`src/rtl/pipe_hazard_ctrl_pkg.sv`:
```
// pipe_hazard_ctrl_pkg: scoreboard entry type and shared constants for the hazard controller
package pipe_hazard_ctrl_pkg;
  localparam int SB_AW = 8;
  localparam int FWD_RF = 0;
  // dst is held zero-extended to SB_AW, so REG_AW may be anything up to SB_AW
  typedef struct packed {
    logic vld;
    logic [SB_AW-1:0] dst;
    logic wr;
    logic ld;
  } sb_entry_t;
endpackage

```
`src/rtl/pipe_hazard_ctrl_if.sv`:
```
// pipe_hazard_ctrl_if: decode-stage hazard bus between pipeline (master) and controller (slave)
interface pipe_hazard_ctrl_if #(
  parameter int REG_AW = 5,
  parameter int FWD_STAGES = 3,
  parameter int CNT_W = 16
);
  localparam int SEL_W = $clog2(FWD_STAGES + 1);
  logic id_valid;
  logic [REG_AW-1:0] id_rs;
  logic [REG_AW-1:0] id_rt;
  logic id_use_rs;
  logic id_use_rt;
  logic [REG_AW-1:0] id_dst;
  logic id_reg_write;
  logic id_is_load;
  logic id_jump;
  logic id_branch_taken;
  logic mem_ready;
  logic [SEL_W-1:0] fwd_rs_sel;
  logic [SEL_W-1:0] fwd_rt_sel;
  logic pc_en;
  logic if_id_en;
  logic if_id_flush;
  logic id_ex_bubble;
  logic pipe_en;
  logic [CNT_W-1:0] stall_cnt;
  logic [CNT_W-1:0] wait_cnt;
  modport master (
    output id_valid, id_rs, id_rt, id_use_rs, id_use_rt, id_dst, id_reg_write,
           id_is_load, id_jump, id_branch_taken, mem_ready,
    input  fwd_rs_sel, fwd_rt_sel, pc_en, if_id_en, if_id_flush, id_ex_bubble,
           pipe_en, stall_cnt, wait_cnt
  );
  modport slave (
    input  id_valid, id_rs, id_rt, id_use_rs, id_use_rt, id_dst, id_reg_write,
           id_is_load, id_jump, id_branch_taken, mem_ready,
    output fwd_rs_sel, fwd_rt_sel, pc_en, if_id_en, if_id_flush, id_ex_bubble,
           pipe_en, stall_cnt, wait_cnt
  );
endinterface

```
`src/rtl/pipe_hazard_ctrl_sb_match.sv`:
```
// sb_match: priority matcher of one source operand against the scoreboard, youngest slot wins
module sb_match
  import pipe_hazard_ctrl_pkg::*;
#(
  parameter int REG_AW = 5,
  parameter int FWD_STAGES = 3,
  parameter int LOAD_STAGE = 3,
  parameter int SEL_W = 2
) (
  input  sb_entry_t sb [1:FWD_STAGES],
  input  logic [REG_AW-1:0] r,
  input  logic use_r,
  output logic [SEL_W-1:0] sel,
  output logic hazard
);
  always_comb begin
    sel = SEL_W'(FWD_RF);
    hazard = 1'b0;
    for (int k = FWD_STAGES; k >= 1; k--)
      if (use_r && r != '0 && sb[k].vld && sb[k].wr && sb[k].dst == SB_AW'(r)) begin
        sel = SEL_W'(k);
        hazard = sb[k].ld && k < LOAD_STAGE;
      end
  end
endmodule

```
`src/rtl/pipe_hazard_ctrl.sv`:
```
// pipe_hazard_ctrl: decode-stage forwarding selects, load-use stalls, flush and mem-wait freeze
module pipe_hazard_ctrl
  import pipe_hazard_ctrl_pkg::*;
#(
  parameter int REG_AW = 5,
  parameter int FWD_STAGES = 3,
  parameter int LOAD_STAGE = 3,
  parameter int CNT_W = 16
) (
  input logic clk,
  input logic rst,
  pipe_hazard_ctrl_if.slave bus
);
  localparam int SEL_W = $clog2(FWD_STAGES + 1);
  sb_entry_t sb [1:FWD_STAGES];
  sb_entry_t id_entry;
  logic hz_rs, hz_rt, hz;
  logic [CNT_W-1:0] stall_q, wait_q;
  assign id_entry = '{vld: bus.id_valid & bus.id_reg_write & (bus.id_dst != '0),
                      dst: SB_AW'(bus.id_dst), wr: bus.id_reg_write, ld: bus.id_is_load};
  sb_match #(.REG_AW(REG_AW), .FWD_STAGES(FWD_STAGES), .LOAD_STAGE(LOAD_STAGE), .SEL_W(SEL_W)) u_rs (
    .sb(sb), .r(bus.id_rs), .use_r(bus.id_use_rs), .sel(bus.fwd_rs_sel), .hazard(hz_rs)
  );
  sb_match #(.REG_AW(REG_AW), .FWD_STAGES(FWD_STAGES), .LOAD_STAGE(LOAD_STAGE), .SEL_W(SEL_W)) u_rt (
    .sb(sb), .r(bus.id_rt), .use_r(bus.id_use_rt), .sel(bus.fwd_rt_sel), .hazard(hz_rt)
  );
  assign hz = hz_rs | hz_rt;
  assign bus.pipe_en = bus.mem_ready;
  assign bus.pc_en = bus.mem_ready & ~hz;
  assign bus.if_id_en = bus.mem_ready & ~hz;
  assign bus.id_ex_bubble = hz;
  // a taken branch waiting on a load operand flushes only once its stall clears
  assign bus.if_id_flush = bus.mem_ready & ~hz & bus.id_valid & (bus.id_jump | bus.id_branch_taken);
  assign bus.stall_cnt = stall_q;
  assign bus.wait_cnt = wait_q;
  // the mem-wait freeze holds everything, so a pending bubble is not inserted until ready
  always_ff @(posedge clk)
    if (rst) sb <= '{default: '0};
    else if (bus.mem_ready) begin
      sb[1] <= hz ? '0 : id_entry;
      for (int i = 2; i <= FWD_STAGES; i++) sb[i] <= sb[i-1];
    end
  always_ff @(posedge clk)
    if (rst) stall_q <= '0;
    else if (bus.mem_ready && hz && stall_q != '1) stall_q <= stall_q + CNT_W'(1);
  always_ff @(posedge clk)
    if (rst) wait_q <= '0;
    else if (!bus.mem_ready && wait_q != '1) wait_q <= wait_q + CNT_W'(1);
endmodule
```
`src/flat_wrapper.sv`:
```
// flat-port wrapper written by rule: the top's interface ports become plain ports
module pipe_hazard_ctrl_flat import pipe_hazard_ctrl_pkg::*;
#(
  parameter int REG_AW = 5,
  parameter int FWD_STAGES = 3,
  parameter int LOAD_STAGE = 3,
  parameter int CNT_W = 16
)
  (clk, rst, bus_id_valid, bus_id_rs, bus_id_rt, bus_id_use_rs, bus_id_use_rt, bus_id_dst, bus_id_reg_write, bus_id_is_load, bus_id_jump, bus_id_branch_taken, bus_mem_ready, bus_fwd_rs_sel, bus_fwd_rt_sel, bus_pc_en, bus_if_id_en, bus_if_id_flush, bus_id_ex_bubble, bus_pipe_en, bus_stall_cnt, bus_wait_cnt);
  pipe_hazard_ctrl_if #(.REG_AW(REG_AW), .FWD_STAGES(FWD_STAGES), .CNT_W(CNT_W)) bus_i ();
  input logic clk;
  input logic rst;
  input wire logic [$bits(bus_i.id_valid)-1:0] bus_id_valid;
  input wire logic [$bits(bus_i.id_rs)-1:0] bus_id_rs;
  input wire logic [$bits(bus_i.id_rt)-1:0] bus_id_rt;
  input wire logic [$bits(bus_i.id_use_rs)-1:0] bus_id_use_rs;
  input wire logic [$bits(bus_i.id_use_rt)-1:0] bus_id_use_rt;
  input wire logic [$bits(bus_i.id_dst)-1:0] bus_id_dst;
  input wire logic [$bits(bus_i.id_reg_write)-1:0] bus_id_reg_write;
  input wire logic [$bits(bus_i.id_is_load)-1:0] bus_id_is_load;
  input wire logic [$bits(bus_i.id_jump)-1:0] bus_id_jump;
  input wire logic [$bits(bus_i.id_branch_taken)-1:0] bus_id_branch_taken;
  input wire logic [$bits(bus_i.mem_ready)-1:0] bus_mem_ready;
  output wire logic [$bits(bus_i.fwd_rs_sel)-1:0] bus_fwd_rs_sel;
  output wire logic [$bits(bus_i.fwd_rt_sel)-1:0] bus_fwd_rt_sel;
  output wire logic [$bits(bus_i.pc_en)-1:0] bus_pc_en;
  output wire logic [$bits(bus_i.if_id_en)-1:0] bus_if_id_en;
  output wire logic [$bits(bus_i.if_id_flush)-1:0] bus_if_id_flush;
  output wire logic [$bits(bus_i.id_ex_bubble)-1:0] bus_id_ex_bubble;
  output wire logic [$bits(bus_i.pipe_en)-1:0] bus_pipe_en;
  output wire logic [$bits(bus_i.stall_cnt)-1:0] bus_stall_cnt;
  output wire logic [$bits(bus_i.wait_cnt)-1:0] bus_wait_cnt;
  assign bus_i.id_valid = bus_id_valid;
  assign bus_i.id_rs = bus_id_rs;
  assign bus_i.id_rt = bus_id_rt;
  assign bus_i.id_use_rs = bus_id_use_rs;
  assign bus_i.id_use_rt = bus_id_use_rt;
  assign bus_i.id_dst = bus_id_dst;
  assign bus_i.id_reg_write = bus_id_reg_write;
  assign bus_i.id_is_load = bus_id_is_load;
  assign bus_i.id_jump = bus_id_jump;
  assign bus_i.id_branch_taken = bus_id_branch_taken;
  assign bus_i.mem_ready = bus_mem_ready;
  assign bus_fwd_rs_sel = bus_i.fwd_rs_sel;
  assign bus_fwd_rt_sel = bus_i.fwd_rt_sel;
  assign bus_pc_en = bus_i.pc_en;
  assign bus_if_id_en = bus_i.if_id_en;
  assign bus_if_id_flush = bus_i.if_id_flush;
  assign bus_id_ex_bubble = bus_i.id_ex_bubble;
  assign bus_pipe_en = bus_i.pipe_en;
  assign bus_stall_cnt = bus_i.stall_cnt;
  assign bus_wait_cnt = bus_i.wait_cnt;
  pipe_hazard_ctrl #(.REG_AW(REG_AW), .FWD_STAGES(FWD_STAGES), .LOAD_STAGE(LOAD_STAGE), .CNT_W(CNT_W)) u_core (.clk(clk), .rst(rst), .bus(bus_i));
endmodule
```
`config.mk`:
```
export PLATFORM = sky130hd
export DESIGN_NAME = pipe_hazard_ctrl_flat
export DESIGN_NICKNAME = d
export VERILOG_FILES = /design/src/rtl/pipe_hazard_ctrl_pkg.sv /design/src/rtl/pipe_hazard_ctrl_if.sv /design/src/rtl/pipe_hazard_ctrl_sb_match.sv /design/src/rtl/pipe_hazard_ctrl.sv /design/src/flat_wrapper.sv
export SDC_FILE = /design/constraint.sdc
export NUM_CORES = 1
export LEC_CHECK = 0
export ABC_CLOCK_PERIOD_IN_PS = 2200
export CELL_PAD_IN_SITES_DETAIL_PLACEMENT = 0
export CELL_PAD_IN_SITES_GLOBAL_PLACEMENT = 1
export CORE_MARGIN = 2
export CORE_UTILIZATION = 35
export CTS_BUF_LIST = sky130_fd_sc_hd__clkbuf_8
export DETAILED_ROUTE_END_ITERATION = 10
export PLACE_DENSITY_LB_ADDON = 0.1
export REMOVE_ABC_BUFFERS = 1
export SYNTH_ARGS = -nofsm -noshare
export SYNTH_HDL_FRONTEND = slang
export SYNTH_SLANG_ARGS = --single-unit
```
`constraint.sdc`:
```
create_clock -name clk -period 2.2 [get_ports clk]
set_input_delay 0.33 -clock clk [delete_from_list [all_inputs] [get_ports clk]]
set_output_delay 0.33 -clock clk [all_outputs]
set_load 0.005 [all_outputs]
```
==> results.yml <==
cells_and_area:
  fill_cells: 756
  final_nets: 492
  final_cell_area_um2: 4560
  seqCellArea_um2: 1120
  drive_gt1_share_pct: 33.0
  layout.cells.non_filler: 571
  multi_input_area_um2: 1940
  diodes: 0
  fin_util_pct: 56.0
  area_growth_pct: 57.0
placed_design:
  hpwlAfterDp_mm: 5.88
  portBuffers: 65
  dp_slack_ps: -1030
  placed_cells: 546
  placed_area_um2: 4000
  gp_congestion: 0.831
global_route:
  grt_max_degree: 25
  overflow: 0
  grt_pass1_wl_mm: 13.6
  antenna_found_initial: 0
  grt_usage_pct: 19.1
  grt_pass1_vias: 2744
synthesis:
  yosys_warnings: 0
  synth-edff-count: 0
  ys_async_sr_fraction_pct: 0
  ys_types: 47
  synthesis.instances: 338
  syn_area_per_cell_um2: 8.59
  synthesis.area_um2: 2900
  yosys_register_bits: 55
  synthFlopType: "dfxtp_1"
  synth-seq-area-share_pct: 37.9
sta:
  drv_slew: 0
  max_freq_mhz: 393
  fin_crit_sh_pct: 116
  max-slew-margin-rel_pct: 67.8
  finalCriticalPeriod_ps: 2550
  setup_tns_ps: -3450
  fin_worst_skew_ps: 13.9
  finalHoldViolations: 0
  worst_pin_slew_ps: 481
  rsz0062_at_grt: "true"
  setup_ws_ps: -345
  setup_viol: 28
  hold_slack_ps: 387
hold_path:
  min_path_type: "primary input to register"
  min_from: "rst"
setup_path:
  reg2reg_slack_ps: -300
  critPathArrivalTime_ps: 2220
  cp_slowest_stage_delay_ps: 520
  r2r-start: "u_core.sb[25]$_SDFFE_PP0P_"
  path_class: "register to output port"
  reg2reg_depth: 13
  crit_required_ps: 1870
  critPathCapture: "bus_if_id_flush"
  start_kind: "register"
  rr_endpoint: "u_core.bus.stall_cnt[9]$_SDFFE_PP0P_"
  path_cells: "xnor2_2 -> nand2_1 -> or4_4 -> o2bb2ai_4 -> a21boi_4 -> and2_4 -> o211a_1 -> buf_2"
  worst_path_max_delay_cell: "or4_4"
  path_max_fanout: 3
  crit_path_start: "u_core.sb[26]$_SDFFE_PP0P_"
  endpoint_kind: "output port"
flow_run:
  max_cap_viol_count: 0
drt:
  vias: 2858
  wl_per_cell_um: 14.7
  antenna_left: 0
  drt-initial-drc-count: 73
  wl_mm: 8.40
  drc: 0
  vias_per_cell: 5.01
  drt_pass1_iterations: 4
floorplan:
  pin_count: 66
  core.rowCount: 33
  die_height_um: 95.1
  coreArea_um2: 8130
  die_x_um: 95.1
  start_util_pct: 35.7
  dieArea_um2: 9040
pwr:
  fin_total_pwr_mw: 1.91
  peakVddDrop_mv: 0.239
  p_leak_nw: 1.84
  p_per_area_nw_per_um2: 419
clocking:
  cts_tree: "yes"
  clk_pin_slew_ps: 100
  insertion_delay_ps: 310
  cts_root_buffer: "clkbuf_8"
  cts_sinks: 55
  htreeDepth: 2
  clockBufferDepth: 2
  cts_buffers: 5
status:
  violations: "setup timing"
  status: "finished with violations"
-- Yosys cell counts (3+ instances only) --
library cell  number  area share, %
nand2_1           13            1.7
or3_1             13            2.8
clkbuf_1          10            1.3
nor3_1             3           0.52
xnor2_1           31            9.4
o21ai_0            4           0.69
nand3_1           26            4.5
or4_1              4            1.0
nor2_1            41            5.3
o21ai_2            3           0.91
o21ai_1            9            1.6
inv_1              6           0.78
nand2b_1           6            1.3
dfxtp_1           55             38
buf_6              3            1.2
and4_1             4            1.2
mux2i_1           17            5.9
nand4_1           11            2.4
nor2b_1            3           0.65
and2_1             3           0.65
a31oi_1            3           0.65
xor2_1            13            3.9
and3_1             5            1.1
a21oi_1           21            3.6
nor4_1             4           0.86
-- critical path: cells and delay by family, from the launching register on --
kind            cells  cell delay [ps]
simple gates        3              800
buf+inv             1              100
xor+xnor            1              140
compound gates      3              490
flops               1              370
-- sequential cells by signal, summed over array words and instances (netlist names) --
name and cells:
u_core.bus.wait_cnt 16, u_core.sb 23, u_core.bus.stall_cnt 16
-- layout make-up --
class	instances	area share (%)
Multi-Input combinational cell	258	42.5
Timing Repair Buffer	137	27.2
Sequential cell	55	24.7
Tap cell	105	2.88
Clock buffer	6	1.81
Inverter	8	0.659
Clock inverter	2	0.275
-- layer usage --
metal / wire (um) / track usage (%)
met1: 3960 / 25.6
met2: 4050 / 31.6
met3: 325 / 4.11
met4: 72 / 4.23
met5: 0 / 0
-- cells in the final DEF, fill, tap and decap left out, drive strengths merged, types with 2 or more instances in the layout --
cell type and n:
a21oi 21, a31oi 3, and2 3, and3 5, and4 4, buf 85, clkbuf 9, clkdlybuf4s15 3
clkdlybuf4s50 44, clkinv 2, dfxtp 55, ha 2, inv 8, mux2i 17, nand2 13, nand2b 6
nand3 26, nand4 11, nor2 41, nor2b 3, nor3 4, nor3b 2, nor4 4, o21ai 16
or3 13, or4 6, xnor2 31, xor2 13
-- where the power goes --
group | leakage [nW] | total, mW | internal [mW] | switching [mW]
Combinational | 1.33 | 0.294 | 0.163 | 0.132
Clock | 0.0526 | 0.584 | 0.254 | 0.329
Sequential | 0.451 | 1.03 | 1.01 | 0.0215
-- repair_timing --
action                     in CTS  in global routing
pin swaps                      32                 23
hold endpoints to repair        0                  0
setup endpoints to repair      32                 31
hold buffers                    0                  0
buffers inserted                9                  8
cloned                          3                  0
resized for setup             115                 29
-- logic make-up after synthesis --
logic type               count (synthesis)  synth area share [%]
adder cells (fa/ha/maj)                  2                 0.862
AO/OA/AOI/OAI                           51                  11.1
AND/OR/NAND/NOR                        143                  26.2
XOR/XNOR                                44                  13.3
buffers and inverters                   25                  4.35
multiplexers                            18                  6.25
flip-flops                              55                  37.9
-- worst min path at each step --
stage,to,cells past startpoint
after CTS,u_core.sb[15]$_SDFFE_PP0P_,2
after detailed placement,u_core.bus.stall_cnt[14]$_SDFFE_PP0P_,2
final,u_core.sb[26]$_SDFFE_PP0P_,2
after global placement,u_core.bus.stall_cnt[14]$_SDFFE_PP0P_,2
after floorplan,u_core.bus.stall_cnt[10]$_SDFFE_PP0P_,1
after global routing,u_core.sb[16]$_SDFFE_PP0P_,2
Note: power is estimated with default switching activity, not from simulation.
